===== config.mk =====
export PLATFORM = sky130hd
export DESIGN_NAME = output_port_reader
export DESIGN_NICKNAME = d
export VERILOG_FILES = /design/src/rtl/output_port_reader.sv
export SDC_FILE = /design/constraint.sdc
export NUM_CORES = 1
export LEC_CHECK = 0
export CAP_MARGIN = 30
export CORE_MARGIN = 4
export CORE_UTILIZATION = 50
export CTS_CLUSTER_SIZE = 40
export DETAILED_ROUTE_END_ITERATION = 7
export PLACE_DENSITY = 0.85
export REMOVE_ABC_BUFFERS = 1
export SLEW_MARGIN = 0
export SYNTH_ARGS = -nofsm -noshare
export SYNTH_HDL_FRONTEND = slang
export SYNTH_SLANG_ARGS = --single-unit

===== constraint.sdc =====
create_clock -name clk -period 6 [get_ports clk]
set_clock_uncertainty 0.15 [all_clocks]
set_input_delay 0.6 -clock clk [delete_from_list [all_inputs] [get_ports clk]]
set_output_delay 0.6 -clock clk [all_outputs]
set_load 0.02 [all_outputs]

===== src/rtl/output_port_reader.sv =====
// output_port_reader
//   Drain side of the switch's per-input queues. Keeps an occupancy count per
//   queue by snooping its write strobe and the read pulses issued here. It
//   picks a non-empty queue round-robin at packet granularity, pulses that
//   queue's read enable, captures the returned word and presents it on a
//   single valid/ready output port. Bit DATA_W of a queue word marks EOP.
// Ports
//   clk, rst   rising-edge clock, asynchronous active-high reset
//   q_wr_en    snooped write strobes, one per queue
//   q_rd_data  queue read data, queue i at [i*(DATA_W+1) +: DATA_W+1]
//   q_rd_en    one-hot read pulse to the granted queue
//   out_data   payload word
//   out_eop    word is last of its packet
//   out_src    index of the source queue
//   out_valid  out_data/out_eop/out_src valid
//   out_ready  downstream accepts the word this cycle
//   overflow   sticky: a write was seen on a full queue
module output_port_reader #(
  parameter int NUM_Q  = 4,
  parameter int DATA_W = 32,
  parameter int DEPTH  = 128,
  parameter int CNT_W  = 8
) (
  input  logic                          clk,
  input  logic                          rst,
  input  logic [NUM_Q-1:0]              q_wr_en,
  input  logic [NUM_Q*(DATA_W+1)-1:0]   q_rd_data,
  output logic [NUM_Q-1:0]              q_rd_en,
  output logic [DATA_W-1:0]             out_data,
  output logic                          out_eop,
  output logic [1:0]                    out_src,
  output logic                          out_valid,
  input  logic                          out_ready,
  output logic                          overflow
);

  localparam int IDX_W  = (NUM_Q > 1) ? $clog2(NUM_Q) : 1;
  localparam int WORD_W = DATA_W + 1;

  typedef enum logic [1:0] {IDLE, READ, CAPT, SEND} state_t;

  state_t             state;
  logic [IDX_W-1:0]   cur;
  logic [IDX_W-1:0]   last_grant;
  logic               lock;
  logic [CNT_W-1:0]   cnt [NUM_Q];

  logic               found;
  logic [IDX_W-1:0]   pick;
  logic [IDX_W-1:0]   idx;
  logic [WORD_W-1:0]  rd_word;

  // Occupancy tracking. A write and a read in the same cycle cancel out; a
  // write to a full queue with no read leaves the count at DEPTH and flags
  // overflow until reset.
  always_ff @(posedge clk or posedge rst) begin
    if (rst) begin
      for (int unsigned i = 0; i < NUM_Q; i++) cnt[i] <= '0;
      overflow <= 1'b0;
    end else begin
      for (int unsigned i = 0; i < NUM_Q; i++) begin
        if (q_wr_en[i] && !q_rd_en[i]) begin
          if (cnt[i] == CNT_W'(DEPTH)) overflow <= 1'b1;
          else                         cnt[i]   <= cnt[i] + 1'b1;
        end else if (!q_wr_en[i] && q_rd_en[i]) begin
          cnt[i] <= cnt[i] - 1'b1;
        end
      end
    end
  end

  // Round-robin search: first non-empty queue starting just after last_grant.
  always_comb begin
    found = 1'b0;
    pick  = last_grant;
    idx   = '0;
    for (int unsigned k = 1; k <= NUM_Q; k++) begin
      idx = IDX_W'((32'(last_grant) + k) % NUM_Q);
      if (!found && cnt[idx] != '0) begin
        found = 1'b1;
        pick  = idx;
      end
    end
  end

  always_comb begin
    rd_word = '0;
    for (int unsigned i = 0; i < NUM_Q; i++) begin
      if (cur == IDX_W'(i)) rd_word = q_rd_data[i*WORD_W +: WORD_W];
    end
  end

  // One word in flight: IDLE issues the read, READ lets the queue register
  // the word, CAPT samples it, SEND holds it until accepted. The grant lock
  // is released only when an EOP word is accepted.
  always_ff @(posedge clk or posedge rst) begin
    if (rst) begin
      state      <= IDLE;
      cur        <= '0;
      lock       <= 1'b0;
      last_grant <= IDX_W'(NUM_Q - 1);
      q_rd_en    <= '0;
      out_data   <= '0;
      out_eop    <= 1'b0;
      out_src    <= '0;
      out_valid  <= 1'b0;
    end else begin
      case (state)
        IDLE: begin
          if (lock) begin
            if (cnt[cur] != '0) begin
              q_rd_en <= NUM_Q'(1) << cur;
              state   <= READ;
            end
          end else if (found) begin
            cur     <= pick;
            q_rd_en <= NUM_Q'(1) << pick;
            lock    <= 1'b1;
            state   <= READ;
          end
        end
        READ: begin
          q_rd_en <= '0;
          state   <= CAPT;
        end
        CAPT: begin
          out_data  <= rd_word[DATA_W-1:0];
          out_eop   <= rd_word[DATA_W];
          out_src   <= 2'(cur);
          out_valid <= 1'b1;
          state     <= SEND;
        end
        SEND: begin
          if (out_ready) begin
            out_valid <= 1'b0;
            if (out_eop) begin
              lock       <= 1'b0;
              last_grant <= cur;
            end
            state <= IDLE;
          end
        end
        default: state <= IDLE;
      endcase
    end
  end

endmodule


==> results of run 1 <==
## cells by family (layout without fill, tap and decap cells)
group,after synthesis,after routing,synth area share [%]
XOR/XNOR,24,24,4.00
AO/OA/AOI/OAI,88,88,11.1
multiplexers,89,89,26.1
buffers and inverters,38,220,2.76
adder cells (fa/ha/maj),32,32,8.18
flip-flops,80,80,38.1
AND/OR/NAND/NOR,97,97,9.66
## through the flow
step,area (sq um),hold WS [ns],instances
after floorplan,5190,0.329,431
after global placement,7190,0.338,750
after detailed placement,7220,0.345,751
after CTS,7430,0.363,766
after global routing,7430,0.370,766
final,7430,0.360,766
## flip-flops by register name, summed over array words and instances (netlist names)
signal and flops:
cnt 32, out_data 32, q_rd_en 4, cur 2
last_grant 2, out_src 2, state 2, lock 1
out_eop 1, out_valid 1, overflow 1
## cell usage after synthesis, types with 2 or more instances
cell type | count | share of area, %
nor4b_1 | 2 | 0.33
o21ai_1 | 4 | 0.38
mux2_2 | 46 | 9.9
inv_1 | 21 | 1.5
nand3_1 | 4 | 0.38
o31a_1 | 3 | 0.50
nand2b_1 | 3 | 0.36
o21bai_1 | 6 | 0.86
or4_1 | 3 | 0.43
a21oi_1 | 23 | 2.2
a31oi_1 | 6 | 0.71
fa_1 | 4 | 1.5
dfrtp_1 | 78 | 37
clkbuf_1 | 12 | 0.86
nor3b_1 | 2 | 0.29
a2bb2oi_1 | 2 | 0.33
a21o_1 | 9 | 1.3
nand2_1 | 32 | 2.3
buf_1 | 3 | 0.21
ha_1 | 28 | 6.7
mux2i_1 | 8 | 1.5
mux4_2 | 34 | 15
dfstp_2 | 2 | 1.0
nand4_1 | 3 | 0.36
nor2_1 | 21 | 1.5
o41ai_1 | 3 | 0.50
xnor2_1 | 14 | 2.3
nor3_1 | 9 | 0.86
nor4_1 | 7 | 0.83
nor2b_1 | 4 | 0.48
o21ai_0 | 22 | 2.1
xor2_1 | 10 | 1.7
## worst max-delay path: stages, from the launching register on
cell,delay (ns)
dfrtp_1,0.42
nor4_1,0.72
nor4b_1,0.54
a21oi_1,0.14
a21oi_1,0.68
mux2_2,0.42
## final cells by class
cell class | count | share of cell area (%)
Inverter | 21 | 1.08
Clock inverter | 5 | 1.11
Timing Repair Buffer | 184 | 24.9
Clock buffer | 10 | 1.72
Sequential cell | 80 | 27.0
Tap cell | 136 | 2.29
Multi-Input combinational cell | 330 | 41.9
## path summary, 6_finish.rpt
path,slack (ns),end,cells past startpoint,start
worst min-delay path,0.36,out_src[1]$_DFFE_PP0P_,1,out_src[1]$_DFFE_PP0P_
worst max-delay path,2.82,cnt[25]$_DFFE_PP0P_,5,cnt[28]$_DFFE_PP0P_
worst min register to register,0.36,out_src[1]$_DFFE_PP0P_,1,out_src[1]$_DFFE_PP0P_
worst max register to register,2.82,cnt[25]$_DFFE_PP0P_,5,cnt[28]$_DFFE_PP0P_
min in group asynchronous,0.46,cnt[7]$_DFFE_PP0P_,3,rst
max in group asynchronous,4.61,last_grant[1]$_DFFE_PP1P_,4,rst
## power groups by stage
| stage | Sequential (mW) | Combinational, mW | Clock (mW) |
|---|---|---|---|
| finish | 1.09 | 2.37 | 0.435 |
| CTS | 1.09 | 2.38 | 0.443 |
| floorplan | 1.28 | 1.43 | 0 |
| detailed placement | 1.09 | 2.37 | 0 |
| global route | 1.13 | 2.59 | 0.464 |
| global placement | 1.07 | 2.28 | 0 |
## metal layers
metal | share of wire (%) | vias to the layer above | GRT usage [%]
met5 | 0 | - | 0
met4 | 2.6 | 0 | 7.47
met3 | 7.2 | 32 | 6.74
met2 | 50 | 166 | 44.0
met1 | 40 | 2142 | 31.7
li1 | - | 2044 | -
==> summary.txt, run 1 <==
Clocking
  – Root Driver: clkbuf_8
  – CTS tree: done
  – Clock Tree Buf Depth: 2
  – Clock transition at path regs: 0.08 ns
  – Depth of the CTS H-tree: 3
  – Clk sinks: 80
  – Num CTS Buffers: 9
  – Cts-stage hold buffer count: 0
  – PostCTS Resize Cnt: 0
  – Setup bufs post-CTS: 0
  – Clk Latency, worst-skew pair: 0.36 ns

Cells and area
  – Most common cell after layout, fill and taps aside: clkdlybuf4s50_1
  – Area of the multi-input gates: 3110 sq um
  – Fillers: 730
  – Util after Layout: 72.3%
  – # diodes: 0
  – Layout cells sized above 1: 18.1%
  – Final nets: 797
  – Most frequent cells in the layout: clkdlybuf4s50_1, dfrtp_1, mux2_2, mux4_2, nand2_1
  – Sequential Area: about 2000 sq um
  – Synthesis-to-finish area growth: 41.2%

Critical path
  – CP max FO: 12
  – Crit Path Class: flop to flop
  – Crit path DAT: 3.27 ns
  – CP Launch Type: flop
  – Worst path required time: 6.09 ns
  – Worst setup EP type: flop

Pwr
  – P_leak: 3.02 nW
  – Sw Pwr: 1.60 mW
  – Switching Fraction: 41.0%
  – PD cells: 525 nW/um^2
  – Peak supply drop: 0.000302 V
  – Flop pwr share: between 20% and 30%
  – Comb pwr share: around 60%
  – Clock power share: 11.2%
  – Pwr Total: 3.90 mW
  – Internal power: 2.30 mW

Logic synthesis
  – Mapped Cells: about 450
  – Synth unique cells: 52
  – Asr flop ratio synth: 100%
  – Number of synthesized flops with an enable pin: 0
  – Synthesis Warnings: 0
  – Synth Area per Inst: 11.7 sq um
  – Syn Std Cell Area: ~5300 sq um
  – Post-synth top flop: dfrtp_1
  – Register area share after synthesis: between 30% and 40%
  – Post-synthesis register bit count: 80

Detailed routing
  – Number of remaining DRC errors: 0
  – Detailed Route WL: 15.5 mm
  – Antenna-violating nets left: 0
  – DR pass1 iterations: 4
  – WL/cell: a little over 20 microns
  – Vias per cell: 5.72
  – Number of DRC markers in iteration 0: 279
  – Via count: between 4000 and 5000

Die
  – I/O pin cnt: 180
  – Die area: 12200 sq um
  – # rows: 37
  – Starting Density: 51.2%
  – Core area: 10300 sq um
  – Die Ht: around 110 microns
  – Die W: 111 microns

Global route
  – Initial antenna violation count: 0
  – First-pass GRT wire length: between 20 and 25 mm
  – Number of global-route vias before repair: around 4500
  – Grt ovf: 0
  – Total GRT Usage: 25.6%
  – Pin count of the biggest net entering global routing: 57

Place
  – Worst slack at placement: 2.56 ns
  – Port Buffer Count: 179
  – DPL Wire Length: approximately 12 mm
  – Final RePlAce weighted congestion: 0.935

STA
  – RSZ-0062 raised after global routing: false
  – # setup viols final: 0
  – Pins Over Slew Limit: 0
  – Setup_tns: 0 ns
  – Slew @ Worst Pin: a little over 0.9 ns
  – Final Hold Viols: 0
  – Tmin final: 3.18 ns
  – FMAX: 314 MHz
  – Final worst slack: 2.82 ns
  – Crit share post-route: 53.0%
  – Max transition margin: 38.5%

Flow run
  – Max_cap viols: 0

Outcome
  – Status: finished clean

Worst hold path
  – Hold/Removal Path Class: flop to flop
(Power assumes the default switching activity.)
==> inputs of run 2 (changes only) <==
- CORE_UTILIZATION: 50 -> 46
- PLACE_DENSITY: 0.85 -> 0.79
- clock period: 6 -> 3.1 ns (I/O delays scaled with it)
==> summary.txt, run 2 (synthesis results as in run 1) <==
Detailed routing
  – Vias per cell: 5.63
  – Number of DRC markers in iteration 0: 195
  – WL/cell: between 15 and 20 microns
  – Number of remaining DRC errors: 0
  – DR pass1 iterations: 4
  – Antenna-violating nets left: 0
  – Via count: approximately 4400
  – Detailed Route WL: around 15 mm

STA
  – Setup_tns: 0 ns
  – Fin Hold WS: 0.237 ns
  – Max transition margin: 45.7%
  – Pins Over Slew Limit: 0
  – # setup viols final: 0
  – Final worst slack: around 0.3 ns
  – Slew @ Worst Pin: 0.794 ns
  – Final Hold Viols: 0
  – Crit share post-route: 90.1%
  – Tmin final: 2.79 ns
  – RSZ-0062 raised after global routing: false
  – FMAX: 358 MHz

Place
  – Final RePlAce weighted congestion: 0.867
  – Port Buffer Count: 179
  – DPL Wire Length: 12.0 mm
  – Placed insts: 766
  – Worst slack at placement: 0.0773 ns

Flow run
  – Max_cap viols: 0

Die
  – Die area: 13200 sq um
  – Core area: 11000 sq um
  – Die W: 115 microns
  – # rows: 38
  – Starting Density: a little under half
  – Die Ht: roughly 110 microns
  – I/O pin cnt: 180

Global route
  – Pin count of the biggest net entering global routing: 81
  – GRT Max-Usage Layer: met2
  – Grt met3 use: 4.74%
  – GR Layer Usage met1: 27.5%
  – Initial antenna violation count: 2
  – First-pass GRT wire length: 24.1 mm
  – Number of global-route vias before repair: 4652
  – Grt ovf: 0
  – Met2 Use GR: 41.8%
  – Total GRT Usage: 23.3%

Clocking
  – PostCTS Resize Cnt: 0
  – Root Driver: clkbuf_16
  – Clk Latency, worst-skew pair: 0.33 ns
  – Clock Tree Buf Depth: 2
  – Depth of the CTS H-tree: 3
  – Num CTS Buffers: 9
  – Clk sinks: 80
  – Setup bufs post-CTS: 0
  – CTS tree: done
  – Clock transition at path regs: 0.06 ns
  – Cts-stage hold buffer count: 0

Cells and area
  – Top Registers: cnt (32), out_data (32), q_rd_en (4)
  – Most frequent cells in the layout: clkdlybuf4s50_1, dfrtp_1, mux2_2, mux4_2, nand2_1
  – Non-filler cells, final: 784
  – Fillers: 815
  – Final nets: 808
  – Synthesis-to-finish area growth: 44.6%
  – Most common cell after layout, fill and taps aside: clkdlybuf4s50_1
  – Layout cells sized above 1: about a fifth

Critical path
  – CP Launch Type: flop
  – Crit path DAT: 2.86 ns
  – Reg-to-reg endpoint: q_rd_en[0]$_DFFE_PP0P_
  – Crit Path Class: flop to flop
  – Reg2reg start: cnt[24]$_DFFE_PP0P_
  – Worst path required time: 3.16 ns
  – Worst setup EP type: flop
  – R2r setup slk: 0.31 ns
  – Worst R2R Path Depth: 5
  – CP max FO: 5

Pwr
  – Pwr Total: 7.88 mW
  – P_leak: between 3 and 4 nW
  – PD cells: 1040 nW/um^2
  – Peak supply drop: 0.000633 V

Outcome
  – Status: finished clean

Worst hold path
  – Hold/Removal Path Class: input pin to async pin
run 2: worst max-delay path: stages, from the launching register on:
cell and delay (ns):
dfrtp_1 0.45, nor4_1 0.50, nand2_1 0.22, mux4_2 0.55, a311oi_4 0.43, mux2_2 0.38
run 2: final cells by class:
class	instances	area, sq um	share of cell area [%]
sequential	80	2010	26.4
tap	140	175	2.30
timing repair buffer	195	1920	25.3
clock inverter	6	67.6	0.888
multi-input combinational	330	3110	40.9
antenna	2	5.00	0.0658
clock buffer	10	239	3.14
inverter	21	80.1	1.05
run 2: how the worst max path moves through the flow:
stage | end | start | cells after the start
after floorplan | q_rd_en[0]$_DFFE_PP0P_ | cur[0]$_DFFE_PP0P_ | 3
after detailed placement | cnt[15]$_DFFE_PP0P_ | q_wr_en[2] | 10
final | q_rd_en[0]$_DFFE_PP0P_ | cnt[24]$_DFFE_PP0P_ | 5
after global routing | cnt[31]$_DFFE_PP0P_ | q_rd_en[0]$_DFFE_PP0P_ | 10
after CTS | q_rd_en[0]$_DFFE_PP0P_ | cnt[31]$_DFFE_PP0P_ | 5
after global placement | cnt[31]$_DFFE_PP0P_ | q_wr_en[0] | 10
run 2: power by group:
group | internal [mW] | switching [mW]
combinational | 2.48 | 2.20
clock | 0.649 | 0.438
sequential | 1.61 | 0.500
run 2: metrics by stage:
step / utilization (%) / area [sq um]
after global routing: 69.0 / 7610
after CTS: 68.9 / 7600
after floorplan: - / 5190
after detailed placement: 66.1 / 7290
after global placement: 66.1 / 7290
final: 69.0 / 7610
run 2: layer usage:
metal  vias up  wire [microns]
met4         0             397
met1      2194            6000
met5         -               0
met2       136            7940
li1       2063               -
met3        21             953
==> inputs of run 3 (changes only) <==
- CAP_MARGIN: 30 -> 20
==> results of run 3 <==
No change in the layout: final DEF, timing and power equal those of run 2.
